### src/rtl/video_axis_pkg.sv
// Shared types for the 8-bit AXI4-Stream video path: gate states, dimension
// defaults and the per-beat payload carried alongside pixel data.
package video_axis_pkg;

  localparam int DIM_BITS_DEFAULT   = 12;
  localparam int DATA_WIDTH_DEFAULT = 8;

  typedef enum logic [0:0] {
    WAIT_SOF = 1'b0,
    PASS     = 1'b1
  } gate_state_e;

  typedef struct packed {
    logic [DATA_WIDTH_DEFAULT-1:0] tdata;
    logic                          tuser;
    logic                          tlast;
  } video_beat_t;

endpackage

### src/rtl/axis_skid_buf.sv
// Two-entry AXI4-Stream register slice. Ready is registered and reflects a
// free slot; the head register drives the output directly.
module axis_skid_buf #(
  parameter int WIDTH = 10
) (
  input  logic             clk,
  input  logic             rst,
  input  logic [WIDTH-1:0] s_data,
  input  logic             s_valid,
  output logic             s_ready,
  output logic [WIDTH-1:0] m_data,
  output logic             m_valid,
  input  logic             m_ready
);

  logic [WIDTH-1:0] head_r;
  logic [WIDTH-1:0] tail_r;
  logic [1:0]       count_r;
  logic [1:0]       count_nxt_s;
  logic             ready_r;
  logic             valid_r;
  logic             push_s;
  logic             pop_s;

  // Handshake decode and next occupancy
  always_comb begin
    push_s = s_valid & ready_r;
    pop_s  = valid_r & m_ready;
    case ({push_s, pop_s})
      2'b10:   count_nxt_s = count_r + 2'd1;
      2'b01:   count_nxt_s = count_r - 2'd1;
      default: count_nxt_s = count_r;
    endcase
  end

  // Storage, occupancy and registered flow-control flags
  always_ff @(posedge clk) begin
    if (rst) begin
      head_r  <= {WIDTH{1'b0}};
      tail_r  <= {WIDTH{1'b0}};
      count_r <= 2'd0;
      ready_r <= 1'b0;
      valid_r <= 1'b0;
    end else begin
      count_r <= count_nxt_s;
      ready_r <= (count_nxt_s != 2'd2);
      valid_r <= (count_nxt_s != 2'd0);
      case ({push_s, pop_s})
        2'b10: begin
          if (count_r == 2'd0) begin
            head_r <= s_data;
          end else begin
            tail_r <= s_data;
          end
        end
        2'b01: head_r <= tail_r;
        2'b11: begin
          // Simultaneous push/pop: the head only takes the new beat when it was the sole entry
          if (count_r == 2'd1) begin
            head_r <= s_data;
          end else begin
            head_r <= tail_r;
            tail_r <= s_data;
          end
        end
        default: begin
        end
      endcase
    end
  end

  assign s_ready = ready_r;
  assign m_valid = valid_r;
  assign m_data  = head_r;

endmodule

### src/rtl/axis_video_frame_gate.sv
// Frame-synchronising gate: drops input until a start of frame, then forwards
// frames checked against shadowed width/height, regenerating tlast.
module axis_video_frame_gate
  import video_axis_pkg::*;
#(
  parameter int DATA_WIDTH = DATA_WIDTH_DEFAULT,
  parameter int DIM_BITS   = DIM_BITS_DEFAULT
) (
  input  logic                  aclk,
  input  logic                  rst,
  input  logic                  enable,
  input  logic [DIM_BITS-1:0]   cfg_width,
  input  logic [DIM_BITS-1:0]   cfg_height,
  input  logic [DATA_WIDTH-1:0] s_axis_video_tdata,
  input  logic                  s_axis_video_tvalid,
  output logic                  s_axis_video_tready,
  input  logic                  s_axis_video_tuser,
  input  logic                  s_axis_video_tlast,
  output logic [DATA_WIDTH-1:0] m_axis_video_tdata,
  output logic                  m_axis_video_tvalid,
  input  logic                  m_axis_video_tready,
  output logic                  m_axis_video_tuser,
  output logic                  m_axis_video_tlast,
  output logic                  locked,
  output logic                  err_line,
  output logic                  err_frame,
  output logic [15:0]           frame_count
);

  gate_state_e         state_r;
  logic [DIM_BITS-1:0] pix_r;
  logic [DIM_BITS-1:0] line_r;
  logic [DIM_BITS-1:0] w_last_r;
  logic [DIM_BITS-1:0] h_last_r;
  logic                locked_r;
  logic                err_line_r;
  logic                err_frame_r;
  logic [15:0]         frame_count_r;

  logic                hs_s;
  logic                sof_ok_s;
  logic                start_s;
  logic                restart_s;
  logic                fwd_s;
  logic [DIM_BITS-1:0] pix_e_s;
  logic [DIM_BITS-1:0] line_e_s;
  logic [DIM_BITS-1:0] wl_e_s;
  logic [DIM_BITS-1:0] hl_e_s;
  logic                eol_s;
  logic                bad_line_s;
  logic                frame_done_s;
  logic                out_tlast_s;

  // Per-beat decision; a SOF beat is evaluated as pix 0 / line 0 of the new geometry
  always_comb begin
    hs_s      = s_axis_video_tvalid & s_axis_video_tready;
    sof_ok_s  = enable && (cfg_width != {DIM_BITS{1'b0}}) && (cfg_height != {DIM_BITS{1'b0}});
    start_s   = s_axis_video_tuser & sof_ok_s;
    restart_s = (state_r == PASS) & s_axis_video_tuser;
    case (state_r)
      WAIT_SOF: fwd_s = start_s;
      PASS:     fwd_s = s_axis_video_tuser ? sof_ok_s : 1'b1;
      default:  fwd_s = 1'b0;
    endcase
    if (start_s) begin
      pix_e_s  = {DIM_BITS{1'b0}};
      line_e_s = {DIM_BITS{1'b0}};
      wl_e_s   = cfg_width - DIM_BITS'(1);
      hl_e_s   = cfg_height - DIM_BITS'(1);
    end else begin
      pix_e_s  = pix_r;
      line_e_s = line_r;
      wl_e_s   = w_last_r;
      hl_e_s   = h_last_r;
    end
    eol_s        = (pix_e_s == wl_e_s);
    bad_line_s   = s_axis_video_tlast ^ eol_s;
    frame_done_s = eol_s & s_axis_video_tlast & (line_e_s == hl_e_s);
    out_tlast_s  = s_axis_video_tlast | eol_s;
  end

  // Frame/line tracking FSM with registered status and error pulses
  always_ff @(posedge aclk) begin
    if (rst) begin
      state_r       <= WAIT_SOF;
      pix_r         <= {DIM_BITS{1'b0}};
      line_r        <= {DIM_BITS{1'b0}};
      w_last_r      <= {DIM_BITS{1'b0}};
      h_last_r      <= {DIM_BITS{1'b0}};
      locked_r      <= 1'b0;
      err_line_r    <= 1'b0;
      err_frame_r   <= 1'b0;
      frame_count_r <= 16'd0;
    end else begin
      err_line_r  <= 1'b0;
      err_frame_r <= 1'b0;
      if (hs_s) begin
        if (restart_s) begin
          err_frame_r <= 1'b1;
          locked_r    <= 1'b0;
        end else begin
        end
        if (fwd_s) begin
          w_last_r <= wl_e_s;
          h_last_r <= hl_e_s;
          if (bad_line_s) begin
            err_line_r <= 1'b1;
            locked_r   <= 1'b0;
            state_r    <= WAIT_SOF;
          end else if (frame_done_s) begin
            frame_count_r <= frame_count_r + 16'd1;
            locked_r      <= 1'b1;
            state_r       <= WAIT_SOF;
          end else if (eol_s) begin
            pix_r   <= {DIM_BITS{1'b0}};
            line_r  <= line_e_s + DIM_BITS'(1);
            state_r <= PASS;
          end else begin
            pix_r   <= pix_e_s + DIM_BITS'(1);
            line_r  <= line_e_s;
            state_r <= PASS;
          end
        end else begin
          state_r <= WAIT_SOF;
        end
      end else begin
      end
    end
  end

  axis_skid_buf #(
    .WIDTH (DATA_WIDTH + 2)
  ) u_skid (
    .clk     (aclk),
    .rst     (rst),
    .s_data  ({s_axis_video_tdata, start_s, out_tlast_s}),
    .s_valid (s_axis_video_tvalid & fwd_s),
    .s_ready (s_axis_video_tready),
    .m_data  ({m_axis_video_tdata, m_axis_video_tuser, m_axis_video_tlast}),
    .m_valid (m_axis_video_tvalid),
    .m_ready (m_axis_video_tready)
  );

  assign locked      = locked_r;
  assign err_line    = err_line_r;
  assign err_frame   = err_frame_r;
  assign frame_count = frame_count_r;

endmodule

### config.mk
export PLATFORM = sky130hd
export DESIGN_NAME = axis_video_frame_gate
export DESIGN_NICKNAME = d
export VERILOG_FILES = /design/src/rtl/video_axis_pkg.sv /design/src/rtl/axis_skid_buf.sv /design/src/rtl/axis_video_frame_gate.sv
export SDC_FILE = /design/constraint.sdc
export NUM_CORES = 1
export LEC_CHECK = 0
export BUFFER_PORTS_ARGS = -buffer_cell sky130_fd_sc_hd__buf_2
export CORE_UTILIZATION = 58
export CTS_CLUSTER_DIAMETER = 60
export DETAILED_ROUTE_END_ITERATION = 7
export PLACE_DENSITY = 0.85
export SYNTH_ARGS = -nofsm -noshare
export SYNTH_HDL_FRONTEND = slang
export SYNTH_HIERARCHICAL = 1
export SYNTH_SLANG_ARGS = --single-unit
### constraint.sdc
create_clock -name aclk -period 6.75 [get_ports aclk]
set_clock_uncertainty 0.05 [all_clocks]
set_input_delay 1.35 -clock aclk [delete_from_list [all_inputs] [get_ports aclk]]
set_output_delay 1.35 -clock aclk [all_outputs]
set_load 0.1 [all_outputs]
==> impl_metrics.toml <==
[sta]
clock.fmax_mhz = 171
hold_ws_ns = 0.407
worst_pin_slew_ns = 1.01
hold_viol = 0
finalSetupViolCount = 0
setup-tns-final_ns = 0
relSlewSlack = 0.324
period_minus_slack_ns = 5.85
min_period_over_period = 0.866
drv_slew = 0
rsz0062_at_grt = "false"

[global_routing]
grt_overflow = 0
grt_antenna_before_repair = 0
grt_pass1_vias = 4391
grtUsageTotal = 0.279
grt_pass1_wl_mm = 20.2
grt_max_degree = 79

[power]
p_int_uw = 755
sw_frac_of_total = 0.308
ir_drop_mv = 0.116
p_switching_uw = 336
power_frac_seq = 0.519
p_per_area_nw_per_um2 = 190
pwr-share-comb = 0.148
power.leakage_nw = 2.11
p_clk_frac = 0.333

[worst_hold_path]
hp-start = "state_r"
hold_end = "err_frame"
whs_path_depth = 2
min_path_type = "register to register"

[final_layout]
num_antenna_cells = 0
n_fill_cell = 767
syn2layout_area_growth_pct = 11.5
fin_nets = 741
drive_gt1_frac = 0.162

[clock_network]
cts_buffers = 9
clock_sinks = 92
clk_latency_ns = 0.38
clk_pin_slew_ns = 0.10
post_cts_resized = 0
clock_tree.root_cell = "clkbuf_8"
clock_tree.buffer_depth = 2
cts-hold-fix-buffers = 0
post-cts-setup-buffers = 0
cts_tree = "yes"
cts_max_level = 3

[synth]
yosysWarnings = 6
synth_xor_area_frac = 0.0849
synth_top_family_by_area = "simple AND/OR/NAND/NOR gates"
synth_seq_cells = 92
netlist_instances = 632
synth_edf_count = 0
synth_ff_type = "dfxtp_1"
synth_nets = 685
synthMuxAreaShare = 0.0124
synth_compound_area_frac = 0.211
synthSimpleGateAreaFrac = 0.254
synth.distinct_cells = 67
avgSynthCellArea_um2 = 8.16
yosysSeqAreaShare = 0.357
syn_area_um2 = 5160
synth_fa_ha_area_frac = 0.0340
synthArstFlopShare = 0

[routing]
wl_mm = 12.3
route.detailed.drc = 0
antenna_left = 0
vias_per_cell = 6.10
first_pass_iters = 7
wire_per_inst_um = 15.4
drtIter0Drc = 348
via_count = 4883

[worst_setup_path]
regToRegStartpoint = "pix_r[3]"
end_kind = "register"
worstSetupStartpoint = "cfg_height[0]"
r2r-end = "line_r[3]"
critPathKind = "primary input to register"
critPathMaxFanout = 8
rrSetupSlack_ns = 2.57
crit_path_start_kind = "primary input"
required_ns = 7.00
critPathArrivalTime_ns = 6.10
ff2ff_path_depth = 13

[floorplanning]
design.die.area_um2 = 9270
chipHeight_um = 96.3
dieWidth_um = 96.3
pin_count = 70
initial_core_util = 0.594
rows = 34
core_area_um2 = 8680

[run]
drv_cap = 0

[place]
gp_congestion = 0.933
portBuffers = 69
dp_hpwl_mm = 8.95

[run_status]
status = "finished clean"
## metrics by stage
step	std cells	instance area, um^2	setup slack, ns	power (mW)	util
global route	801	5750	0.476	1.14	0.662
floorplan	632	5160	1.01	0.690	-
detailed placement	785	5560	0.629	0.738	0.641
CTS	801	5750	1.01	1.10	0.662
finish	801	5750	0.903	1.09	0.662
global placement	785	5560	0.816	0.734	0.641
## layout by cell type, fill, tap and decap left out, types with 14 or more instances in the layout
cell type / count
a211oi_1: 20
a21oi_1: 28
a31oi_1: 16
buf_2: 69
dfxtp_1: 92
ha_1: 14
inv_1: 26
nand2_1: 39
nand3_1: 28
nand4_1: 16
nor2_1: 63
nor3_1: 20
o211ai_1: 14
o21ai_0: 42
or3_1: 14
xnor2_1: 28
xor2_1: 22
## cells in the mapped netlist, drive strengths merged (3+ instances only)
master / instances / area (um^2)
nor3b: 5 / 37.5
xnor2: 28 / 245
inv: 27 / 101
mux2: 3 / 33.8
o211ai: 14 / 105
a211oi: 20 / 150
or4b: 3 / 30.0
nor4b: 3 / 26.3
a21oi: 28 / 140
nand3: 28 / 140
nor3: 20 / 100
nand4b: 3 / 26.3
and2: 8 / 50.1
clkbuf: 25 / 96.3
nor2: 64 / 240
and3: 9 / 56.3
nor2b: 6 / 37.5
o21ai: 42 / 210
or4: 5 / 45.0
o2bb2ai: 3 / 26.3
or3: 14 / 87.6
a31oi: 16 / 100
ha: 14 / 175
a311oi: 11 / 103
dfxtp: 92 / 1840
mux2i: 3 / 30.0
nor4: 7 / 43.8
or2: 5 / 31.3
nand4: 16 / 100
xor2: 22 / 193
nand2: 40 / 153
buf: 7 / 41.3
nand2b: 9 / 56.3
a41oi: 3 / 26.3
## power by group through the flow
stage / registers [mW] / clock network, mW / logic (mW)
final: 0.566 / 0.363 / 0.162
after global routing: 0.569 / 0.394 / 0.177
after detailed placement: 0.579 / 0 / 0.159
after floorplan: 0.596 / 0 / 0.0937
after global placement: 0.578 / 0 / 0.155
after CTS: 0.566 / 0.369 / 0.160
## registers in the layout, indices dropped and copies added (netlist names)
signal / cells
frame_count: 16
h_last_r: 12
line_r: 12
pix_r: 12
w_last_r: 12
u_skid/m_data: 10
u_skid/tail_r: 10
u_skid/count_r: 2
err_frame: 1
err_line: 1
locked: 1
state_r: 1
u_skid/m_valid: 1
u_skid/s_ready: 1
## per-layer routing
| layer | wire length (um) | vias up | track usage |
|---|---|---|---|
| li1 | - | 2422 | - |
| met5 | 0 | - | 0 |
| met2 | 5980 | 178 | 0.470 |
| met4 | 198 | 0 | 0.0995 |
| met3 | 784 | 19 | 0.0585 |
| met1 | 5380 | 2264 | 0.352 |
## cells by family after synthesis
kind of cell / after synthesis
AO/OA/AOI/OAI: 160
XOR/XNOR: 50
adder cells (fa/ha/maj): 14
buffers and inverters: 60
flip-flops: 92
multiplexers: 6
AND/OR/NAND/NOR: 250
## cell type report
class / instances / area [um^2] / share of cell area
Clock buffer: 9 / 124 / 0.0215
Clock inverter: 7 / 62.6 / 0.0109
Inverter: 28 / 105 / 0.0183
Multi-Input combinational cell: 480 / 3070 / 0.535
Sequential cell: 92 / 1840 / 0.320
Tap cell: 108 / 135 / 0.0235
Timing Repair Buffer: 77 / 405 / 0.0705
## worst max-delay path: stages
cell       delay, ns
buf_2           0.11
inv_1           0.04
ha_1            0.25
nor4b_1         0.16
a41oi_1         0.65
nand2_1         0.38
inv_1           0.19
a41oi_1         0.19
a2111oi_4       0.39
inv_2           0.10
ha_1            0.33
or2_2           0.36
or3b_2          0.50
nand2_1         0.26
nand2_2         0.15
or4b_1          0.52
a21oi_1         0.14
## worst max-delay path by stage
| stage | endpoint | slack, ns | depth (start not counted) |
|---|---|---|---|
| after floorplan | pix_r[11] | 1.01 | 16 |
| after global placement | line_r[3] | 0.82 | 16 |
| after detailed placement | line_r[3] | 0.63 | 16 |
| after CTS | line_r[3] | 1.01 | 16 |
| after global routing | pix_r[11] | 0.48 | 16 |
| final | line_r[3] | 0.90 | 17 |
Power figures use the tool's default switching activity.
